$ cat config.mk
export PLATFORM = sky130hd
export DESIGN_NAME = bch_par_enc
export DESIGN_NICKNAME = d
export VERILOG_FILES = /design/src/rtl/bch_par_enc.sv
export SDC_FILE = /design/constraint.sdc
export NUM_CORES = 1
export LEC_CHECK = 0
export CORE_AREA = 5 5 214 216
export CTS_CLUSTER_SIZE = 10
export DETAILED_ROUTE_END_ITERATION = 7
export DIE_AREA = 0 0 219 221
export GPL_TIMING_DRIVEN = 0
export REMOVE_ABC_BUFFERS = 1
export SYNTH_ARGS = -nofsm -noshare
export SYNTH_HDL_FRONTEND = slang
export SYNTH_SLANG_ARGS = --single-unit
$ cat constraint.sdc
create_clock -name clk -period 5.8 [get_ports clk]
set_input_delay 1.16 -clock clk [delete_from_list [all_inputs] [get_ports clk]]
set_output_delay 1.16 -clock clk [all_outputs]
set_load 0.1 [all_outputs]
$ cat src/rtl/bch_par_enc.sv
// rtl/bch_par_enc.sv - systematic BCH parity encoder absorbing CHUNK message bits per clock
// Optional overall even-parity bit (DEC-TED) enabled by defining BCH_ENC_XPAR_EN.
module bch_par_enc #(
   parameter int             K        = 128,
   parameter int             P        = 16,
   parameter int             CHUNK    = 32,
   parameter logic [P:0]     GEN_POLY = 17'h1_6F63
) (
   input  logic             clk,
   input  logic             reset,
   input  logic             enable,
   input  logic [0:K-1]     i_data,
   input  logic             i_valid,
   output logic             o_ready,
`ifdef BCH_ENC_XPAR_EN
   output logic [0:K+P]     o_code,
`else
   output logic [0:K+P-1]   o_code,
`endif
   output logic             o_valid,
   input  logic             i_ready
);

`ifdef BCH_ENC_XPAR_EN
   localparam int N = K + P + 1;
`else
   localparam int N = K + P;
`endif
   localparam int NCHUNK = K / CHUNK;
   localparam int CW     = (NCHUNK > 1) ? $clog2(NCHUNK) : 1;

   generate
      if (K % CHUNK != 0) begin : g_bad_chunk
         $error("bch_par_enc: K must be a multiple of CHUNK");
      end
   endgenerate

   typedef enum logic [1:0] {S_IDLE, S_SHIFT, S_DONE} state_t;

   state_t          state_q, state_d;
   logic [0:K-1]    msg_q,   msg_d;
   logic [P-1:0]    lfsr_q,  lfsr_d;
   logic [CW-1:0]   cnt_q,   cnt_d;
   logic [0:N-1]    code_q,  code_d;
`ifdef BCH_ENC_XPAR_EN
   logic            par_q,   par_d;
`endif

   logic [0:CHUNK-1] chunk;
   logic [P-1:0]     lfsr_step;
   logic             last_chunk;
   logic             accept;

   assign chunk      = msg_q[cnt_q*CHUNK +: CHUNK];
   assign last_chunk = (cnt_q == CW'(NCHUNK - 1));

   // Galois division, one message bit per iteration, lowest chunk index first
   always_comb begin
      lfsr_step = lfsr_q;
      for (int i = 0; i < CHUNK; i++) begin
         lfsr_step = {lfsr_step[P-2:0], 1'b0}
                   ^ ({P{chunk[i] ^ lfsr_step[P-1]}} & GEN_POLY[P-1:0]);
      end
   end

   always_comb begin
      state_d = state_q;
      msg_d   = msg_q;
      lfsr_d  = lfsr_q;
      cnt_d   = cnt_q;
      code_d  = code_q;
`ifdef BCH_ENC_XPAR_EN
      par_d   = par_q;
`endif
      accept  = 1'b0;
      o_ready = 1'b0;

      case (state_q)
         S_IDLE: begin
            o_ready = 1'b1;
            accept  = i_valid;
         end
         S_SHIFT: begin
            lfsr_d = lfsr_step;
`ifdef BCH_ENC_XPAR_EN
            par_d  = par_q ^ (^chunk);
`endif
            if (last_chunk) begin
               state_d = S_DONE;
`ifdef BCH_ENC_XPAR_EN
               code_d  = {msg_q, lfsr_step, par_q ^ (^chunk) ^ (^lfsr_step)};
`else
               code_d  = {msg_q, lfsr_step};
`endif
            end else begin
               cnt_d = cnt_q + CW'(1);
            end
         end
         S_DONE: begin
            o_ready = i_ready;
            if (i_ready) begin
               accept  = i_valid;
               state_d = S_IDLE;
            end
         end
         default: state_d = S_IDLE;
      endcase

      if (accept) begin
         state_d = S_SHIFT;
         msg_d   = i_data;
         lfsr_d  = '0;
         cnt_d   = '0;
`ifdef BCH_ENC_XPAR_EN
         par_d   = 1'b0;
`endif
      end
   end

   always_ff @(posedge clk) begin
      if (reset) begin
         state_q <= S_IDLE;
         msg_q   <= '0;
         lfsr_q  <= '0;
         cnt_q   <= '0;
         code_q  <= '0;
`ifdef BCH_ENC_XPAR_EN
         par_q   <= 1'b0;
`endif
      end else if (enable) begin
         state_q <= state_d;
         msg_q   <= msg_d;
         lfsr_q  <= lfsr_d;
         cnt_q   <= cnt_d;
         code_q  <= code_d;
`ifdef BCH_ENC_XPAR_EN
         par_q   <= par_d;
`endif
      end
   end

   assign o_code  = code_q;
   assign o_valid = (state_q == S_DONE);

endmodule

==> reports/qor.yml, run 1 <==
crit_path_cell_trace: "buf_12 > mux4_2 > xnor2_2 > xnor3_1 > xnor2_1 > xnor2_2 > xnor3_1 > xnor2_2 > xnor3_1 > xnor3_2 > xnor2_1 > xnor2_1 > nor2_1 > nor3_1"
hpwl_microns: 26900
ys_seq_area_frac: 0.438
grt_use_total: 0.160
async_flop_share: 0
ys_ff_latch: 292
synth_warnings: 0
wl_per_cell_microns: 17.1
rsz0062_at_grt: "no"
core_sq_um: 43700
fp.dieH_microns: 221
dieArea_sq_um: 48400
start_kind: "flip-flop"
synth.top_cell.area_share: 0.438
min_period_over_period: 0.952
reg2reg_slack_ns: 0.28
num_io_pins: 279
synth_cells: 1498
hold_viol: 0
cts-root-buf: "clkbuf_16"
ctsLongestPathBuffers: 3
synth.most_common_cell: "nand2_1"
critPathMaxStageDelay_ns: 0.60
drt-initial-drc-count: 623
cts_buffers: 36
crit_slowest_cell: "xnor3_1"
tritoncts: "done"
syn_area_sq_um: 13400
setup_violations: 0
path_max_fanout: 17
timing.rr.end: "o_code[133]$_SDFFE_PP0P_"
ff2ff_path_depth: 14
dp_worst_setup_slack_ns: -0.419
cp_data_arrival_time_ns: 5.97
timing.fmax_mhz: 181
die_w_microns: 219
grt_pass1_wl_microns: 62300
drive_above_1_share: 0.0804
worst-slew-pin-transition_ns: 1.23
synth_area_leaders: "dfxtp_1 44%, nand2_1 15%, a21oi_1 10%, xnor2_1 6.4%, mux4_2 5.4%"
drt_wl_total_microns: 39900
viasPerCell: 4.67
status: "completed"
antenna_left: 0
yosys.area.top_type: "dfxtp_1"
htree_levels: 2
hp-class: "reg2reg"
synth_common_cells: "539 x nand2_1, 292 x dfxtp_1, 275 x a21oi_1, 97 x xnor2_1, 94 x clkbuf_1"
diodes: 0
row_count: 77
drt_pass1_iterations: 5
clkSinkCount: 292
setup_ws_ns: 0.279
hold_buffers: 0
gp_congestion: 0.837
r2r-start: "cnt_q[0]$_SDFFE_PP0P_"
maxCapViolCount: 0
clkTransAtPathRegs_ns: 0.06
grt_max_degree: 151
initial_utilization: 0.305
synth_cell_types: 33
area_growth_pct: 34.0
synth_ff_type: "dfxtp_1"
synth_edf_count: 0
crit_required_ns: 6.24
gr-total-overflow: 0
min_period_ns: 5.52
setup.worst_path.end_class: "flip-flop"
crit_type: "reg2reg"
finClkSkew_ns: 0.00914
avgSynthCellArea_sq_um: 8.92
num_vias: 10900
portBuffers: 278
remaining_drc_errors: 0
antenna_found_initial: 0
startpoint: "cnt_q[0]$_SDFFE_PP0P_"
grt_pass1_vias: 11100
utilization: 0.409
drv_slew: 0
fin_nets: 1866
clock_latency_ns: 0.53
crit_end: "o_code[133]$_SDFFE_PP0P_"
max_slew_margin: 0.177
==> critical path, delay by kind of cell (launching register included) <==
family / cells / cell delay [ns]
buffers and inverters: 1 / 0.17
AND/OR/NAND/NOR: 2 / 0.25
flip-flops: 1 / 0.35
multiplexers: 1 / 0.58
XOR/XNOR: 10 / 4.06
==> kinds of logic (layout without fill, tap and decap cells) <==
| kind of cell | after synthesis | in the layout | share of synthesized area |
|---|---|---|---|
| AOI/OAI and AO/OA | 291 | 291 | 0.113 |
| and+or+nand+nor | 580 | 580 | 0.166 |
| buffers and inverters | 106 | 350 | 0.0315 |
| xor gates and xnor gates | 196 | 196 | 0.197 |
| adders and majority gates | 1 | 1 | 0.000937 |
| DFF | 292 | 292 | 0.438 |
| muxes | 32 | 32 | 0.0540 |
==> cells in the final DEF (no fill, tap or decap), types with 9 or more instances in the layout <==
master,n
xnor2_1,95
a21oi_1,275
xnor3_1,29
xor2_1,27
clkdlybuf4s50_1,277
buf_4,12
clkbuf_16,37
a22o_1,10
nand2_1,538
dfxtp_1,290
xnor2_2,18
nor2_1,18
mux4_2,32
nand3_1,9
==> area by class of cell <==
class                           count  area (sq um)
Multi-Input combinational cell   1100          7130
Sequential cell                   292          5850
Clock inverter                      2          35.0
Inverter                            2          7.51
Tap cell                          592           741
Timing Repair Buffer              300          3140
Fill cell                        4440         25800
Clock buffer                       46           990
==> metal layers <==
| layer | vias up | GRT usage | wire length, microns |
|---|---|---|---|
| met4 | 0 | 0.0452 | 789 |
| met5 | - | 0 | 0 |
| met2 | 250 | 0.272 | 19500 |
| li1 | 5371 | - | - |
| met3 | 56 | 0.0373 | 2410 |
| met1 | 5212 | 0.204 | 17200 |
==> through the flow <==
step | instance area (sq um) | instances | hold slack, ns | TNS (ns)
finish | 17900 | 2334 | 0.450 | 0
global route | 17900 | 2334 | 0.465 | 0
CTS | 17900 | 2331 | 0.453 | 0
detailed placement | 16700 | 2273 | 0.446 | -4.85
global placement | 16500 | 2264 | 0.441 | -1037.51
floorplan | 12900 | 1394 | 0.436 | -61.74
==> worst min-delay path by stage <==
stage                                   from  depth (start not counted)                        to  slack (ns)
floorplan             msg_q[35]$_SDFFE_PP0P_                          2   o_code[35]$_SDFFE_PP0P_        0.44
global placement     o_code[92]$_SDFFE_PP0P_                          2   o_code[92]$_SDFFE_PP0P_        0.44
detailed placement   o_code[31]$_SDFFE_PP0P_                          2   o_code[31]$_SDFFE_PP0P_        0.45
CTS                  o_code[27]$_SDFFE_PP0P_                          2   o_code[27]$_SDFFE_PP0P_        0.45
global route        o_code[128]$_SDFFE_PP0P_                          2  o_code[128]$_SDFFE_PP0P_        0.47
finish               o_code[19]$_SDFFE_PP0P_                          2   o_code[19]$_SDFFE_PP0P_        0.45
==> registers in the layout (all words and copies together) (netlist names) <==
| signal | flops |
|---|---|
| lfsr_q | 16 |
| cnt_q | 2 |
| msg_q | 128 |
| o_code | 144 |
| state_q | 2 |
==> repair_timing <==
action | in CTS | in global routing
setup buffers | 10 | 3
gates cloned | 0 | 0
endpoints found under the setup margin | 25 | 1
resized for setup | 2 | 1
pin swaps | 0 | 1
endpoints found under the hold margin | 0 | 0
Power of run 1 is left out: the tool's default activity adds up to more than one toggle a clock period on the data nets, which glitch-free logic cannot reach.
==> run 2: changes to the inputs <==
--- a/config.mk
+++ b/config.mk
@@ -5,10 +5,10 @@
 export SDC_FILE = /design/constraint.sdc
 export NUM_CORES = 1
 export LEC_CHECK = 0
-export CORE_AREA = 5 5 214 216
+export CORE_AREA = 3 3 212 214
 export CTS_CLUSTER_SIZE = 10
 export DETAILED_ROUTE_END_ITERATION = 7
-export DIE_AREA = 0 0 219 221
+export DIE_AREA = 0 0 215 217
 export GPL_TIMING_DRIVEN = 0
 export REMOVE_ABC_BUFFERS = 1
 export SYNTH_ARGS = -nofsm -noshare
==> constraint.sdc (replaced) <==
create_clock -name clk -period 7 [get_ports clk]
set_input_delay 1.4 -clock clk [delete_from_list [all_inputs] [get_ports clk]]
set_output_delay 1.4 -clock clk [all_outputs]
set_load 0.1 [all_outputs]
==> reports/qor.yml, run 2 (same netlist as run 1, synthesis figures left out) <==
crit_required_ns: 7.44
cts_buffers: 37
layout.cells.non_filler: 2318
drt_wl_total_microns: 38600
maxCapViolCount: 0
portBuffers: 278
crit_family: "XOR/XNOR gates"
htree_levels: 2
hp-class: "reg2reg"
viasPerCell: 4.71
timing.fmax_mhz: 161
setup_violations: 0
hpwl_microns: 26300
clkSinkCount: 292
cp_data_arrival_time_ns: 6.65
tns_ns: 0
drive_above_1_share: 0.0750
crit_type: "reg2reg"
cts-root-buf: "clkbuf_16"
cts_resized: 0
grt_pass1_vias: 10700
grt_max_degree: 150
row_count: 76
crit_slowest_cell: "dfxtp_4"
hold_buffers: 0
gr-total-overflow: 0
crit_path_cell_trace: "mux4_2 > xnor2_4 > xnor3_1 > xor2_1 > xnor3_2 > xnor3_2 > xnor3_1 > xnor2_1 > xor3_1 > xnor2_1 > nand2_1 > a21oi_1"
start_kind: "flip-flop"
hold_end: "o_code[83]$_SDFFE_PP0P_"
timing.rr.end: "o_code[131]$_SDFFE_PP0P_"
utilization: 0.414
setup.worst_path.end_class: "flip-flop"
holdPathStages: 2
rsz0062_at_grt: "no"
largest_register_ffs: 144
startpoint: "cnt_q[1]$_SDFFE_PP0P_"
wl_per_cell_microns: 16.7
dp_cells: 2266
reg2reg_slack_ns: 0.79
grt_pass1_wl_microns: 59800
core_sq_um: 43100
tritoncts: "done"
fill_cells: 4311
num_io_pins: 279
die_w_microns: 215
diodes: 0
area_growth_pct: 33.4
critPathMaxStageDelay_ns: 0.88
clock_latency_ns: 0.53
antenna_left: 0
dieArea_sq_um: 46700
ctsLongestPathBuffers: 3
min_period_ns: 6.21
r2r-start: "cnt_q[1]$_SDFFE_PP0P_"
hold_viol: 0
crit_buf_inv: 0
initial_utilization: 0.310
max_slew_margin: 0.130
worst-slew-pin-transition_ns: 1.29
fp.dieH_microns: 217
remaining_drc_errors: 0
clkTransAtPathRegs_ns: 0.05
postCtsSetupBuffers: 0
fin_nets: 1854
drv_slew: 0
drt-initial-drc-count: 695
min_period_over_period: 0.887
gp_congestion: 0.854
final_common_cell: "nand2_1"
path_max_fanout: 34
worstHoldStart: "o_code[83]$_SDFFE_PP0P_"
layout_common_cells: "538 x nand2_1, 290 x dfxtp_1, 277 x clkdlybuf4s50_1, 275 x a21oi_1, 97 x xnor2_1"
grt_use_total: 0.160
num_vias: 10900
antenna_found_initial: 1
ff2ff_path_depth: 12
status: "completed"
drt_pass1_iterations: 5
finClkSkew_ns: 0.0152
run 2: worst max-delay path by stage:
| stage | endpoint | cells after the start |
|---|---|---|
| floorplan | lfsr_q[1]$_SDFFE_PP0P_ | 5 |
| global placement | lfsr_q[13]$_SDFFE_PP0P_ | 3 |
| detailed placement | o_code[131]$_SDFFE_PP0P_ | 12 |
| CTS | o_code[131]$_SDFFE_PP0P_ | 12 |
| global route | o_code[131]$_SDFFE_PP0P_ | 12 |
| finish | o_code[131]$_SDFFE_PP0P_ | 12 |
run 2: area by class of cell:
cell class,count,area (sq um),share of cell area
Sequential cell,292,5850,0.328
Tap cell,585,732,0.0411
Multi-Input combinational cell,1100,7120,0.400
Clock buffer,47,1040,0.0581
Clock inverter,5,60.1,0.00337
Timing Repair Buffer,287,3010,0.169
Inverter,2,7.51,0.000421
run 2: stage by stage:
stage	worst slack, ns	cell area [sq um]	hold slack (ns)
after floorplan	0.403	12900	0.436
after global placement	-5.32	16500	0.441
after detailed placement	0.692	16700	0.446
after CTS	0.674	17800	0.454
after global routing	0.400	17800	0.466
final	0.793	17800	0.450
run 2: routing by layer:
layer	vias up	track usage	routed length (microns)
met5	-	0	0
met4	0	0.0535	864
met3	52	0.0402	2380
met2	272	0.270	18400
met1	5226	0.202	16900
li1	5364	-	-
run 2: worst register-to-register path: stages, from the launching register on:
cell and delay (ns):
dfxtp_4 0.88, mux4_2 0.75, xnor2_4 0.40, xnor3_1 0.61
xor2_1 0.28, xnor3_2 0.57, xnor3_2 0.52, xnor3_1 0.51
xnor2_1 0.55, xor3_1 0.58, xnor2_1 0.26, nand2_1 0.08
a21oi_1 0.12
Power of run 2 is left out for the same reason.
==> run 3: changes to the inputs <==
--- a/config.mk
+++ b/config.mk
@@ -10,6 +10,7 @@
 export DETAILED_ROUTE_END_ITERATION = 7
 export DIE_AREA = 0 0 215 217
 export GPL_TIMING_DRIVEN = 0
+export PLACE_DENSITY = 0.61
 export REMOVE_ABC_BUFFERS = 1
 export SYNTH_ARGS = -nofsm -noshare
 export SYNTH_HDL_FRONTEND = slang
==> reports/qor.yml, run 3 (same netlist as run 1, synthesis figures left out) <==
status: "completed"
hold_viol: 0
initial_utilization: 0.310
layout_common_cells: "538 x nand2_1, 290 x dfxtp_1, 277 x clkdlybuf4s50_1, 275 x a21oi_1, 97 x xnor2_1"
crit_required_ns: 7.45
start_kind: "flip-flop"
dieArea_sq_um: 46700
crit_type: "reg2reg"
row_count: 76
cts-root-buf: "clkbuf_16"
largest_register_ffs: 144
layout.cells.non_filler: 2316
ctsLongestPathBuffers: 3
maxCapViolCount: 0
crit_path_cell_trace: "mux4_2 > xnor2_4 > xnor3_1 > xor2_1 > xnor3_2 > xnor3_2 > xnor3_1 > xnor2_1 > xor3_1 > xnor2_1 > nand2_1 > a21oi_1"
hold_end: "o_code[67]$_SDFFE_PP0P_"
utilization: 0.412
setup.worst_path.end_class: "flip-flop"
postCtsSetupBuffers: 0
crit_family: "XOR/XNOR gates"
antenna_left: 0
worstHoldStart: "o_code[67]$_SDFFE_PP0P_"
drt_pass1_iterations: 6
area_growth_pct: 32.9
r2r-start: "cnt_q[1]$_SDFFE_PP0P_"
ff2ff_path_depth: 12
hpwl_microns: 26500
drt_wl_total_microns: 38600
setup_violations: 0
rsz0062_at_grt: "no"
htree_levels: 2
min_period_over_period: 0.892
cp_data_arrival_time_ns: 6.70
critPathMaxStageDelay_ns: 0.89
drive_above_1_share: 0.0728
fill_cells: 4297
clock_latency_ns: 0.53
cts_resized: 0
grt_pass1_vias: 10600
gp_congestion: 0.830
grt_pass1_wl_microns: 60300
grt_max_degree: 147
remaining_drc_errors: 0
num_io_pins: 279
worst-slew-pin-transition_ns: 1.18
die_w_microns: 215
clkSinkCount: 292
finClkSkew_ns: 0.0190
clkTransAtPathRegs_ns: 0.05
cts_buffers: 37
antenna_found_initial: 0
portBuffers: 278
core_sq_um: 43100
hold_buffers: 0
holdPathStages: 2
dp_cells: 2266
fin_nets: 1854
drt-initial-drc-count: 790
wl_per_cell_microns: 16.7
crit_buf_inv: 0
gr-total-overflow: 0
grt_use_total: 0.162
final_common_cell: "nand2_1"
diodes: 0
viasPerCell: 4.62
path_max_fanout: 34
hp-class: "reg2reg"
num_vias: 10700
timing.fmax_mhz: 160
timing.rr.end: "o_code[131]$_SDFFE_PP0P_"
regArea_sq_um: 5850
drv_slew: 0
fp.dieH_microns: 217
tritoncts: "done"
multi_input_area_sq_um: 7120
max_slew_margin: 0.205
min_period_ns: 6.25
crit_slowest_cell: "dfxtp_4"
reg2reg_slack_ns: 0.75
## run 3: cell count changes in the layout (fill, tap and decap cells not counted)
| cell | previous run | this run |
|---|---|---|
| clkbuf_16 | 39 | 37 |
| clkbuf_1 | 5 | 7 |
| clkinv_4 | 1 | 0 |
| bufinv_16 | 1 | 0 |
| buf_12 | 3 | 1 |
| buf_16 | 6 | 8 |
## run 3: stage by stage
step / hold WS (ns) / cell area, sq um / worst slack, ns / TNS (ns)
after floorplan: 0.436 / 12900 / 0.403 / 0
after global placement: 0.441 / 16500 / -5.25 / -758.85
after detailed placement: 0.445 / 16700 / 0.665 / 0
after CTS: 0.453 / 17800 / 0.636 / 0
after global routing: 0.466 / 17800 / 0.375 / 0
final: 0.450 / 17800 / 0.754 / 0
## run 3: cell type report
| type | count | area share |
|---|---|---|
| multi-input cells | 1100 | 0.401 |
| flip-flops and latches | 292 | 0.330 |
| clock inverters | 3 | 0.00120 |
| repair buffers | 287 | 0.171 |
| clock buffers | 47 | 0.0560 |
| well taps | 585 | 0.0412 |
| inverters | 2 | 0.000423 |
## run 3: layer usage
metal | global-route usage | part of all wire | routed length [microns] | vias to the layer above
li1 | - | - | - | 5351
met1 | 0.211 | 0.44 | 17000 | 5048
met2 | 0.266 | 0.47 | 18200 | 251
met3 | 0.0431 | 0.064 | 2460 | 56
met4 | 0.0467 | 0.025 | 953 | 0
met5 | 0 | 0 | 0 | -
## run 3: worst max-delay path by stage
stage,cells after the start,startpoint,to
finish,12,cnt_q[1]$_SDFFE_PP0P_,o_code[131]$_SDFFE_PP0P_
detailed placement,12,cnt_q[1]$_SDFFE_PP0P_,o_code[131]$_SDFFE_PP0P_
floorplan,5,i_ready,lfsr_q[1]$_SDFFE_PP0P_
CTS,12,cnt_q[1]$_SDFFE_PP0P_,o_code[131]$_SDFFE_PP0P_
global route,12,cnt_q[1]$_SDFFE_PP0P_,o_code[131]$_SDFFE_PP0P_
global placement,3,reset,lfsr_q[13]$_SDFFE_PP0P_
## run 3: worst min-delay path: stages, from the launching register on
cell     delay (ns)
dfxtp_1        0.30
nand2_1        0.05
a21oi_1        0.05
Power of run 3 is left out for the same reason.
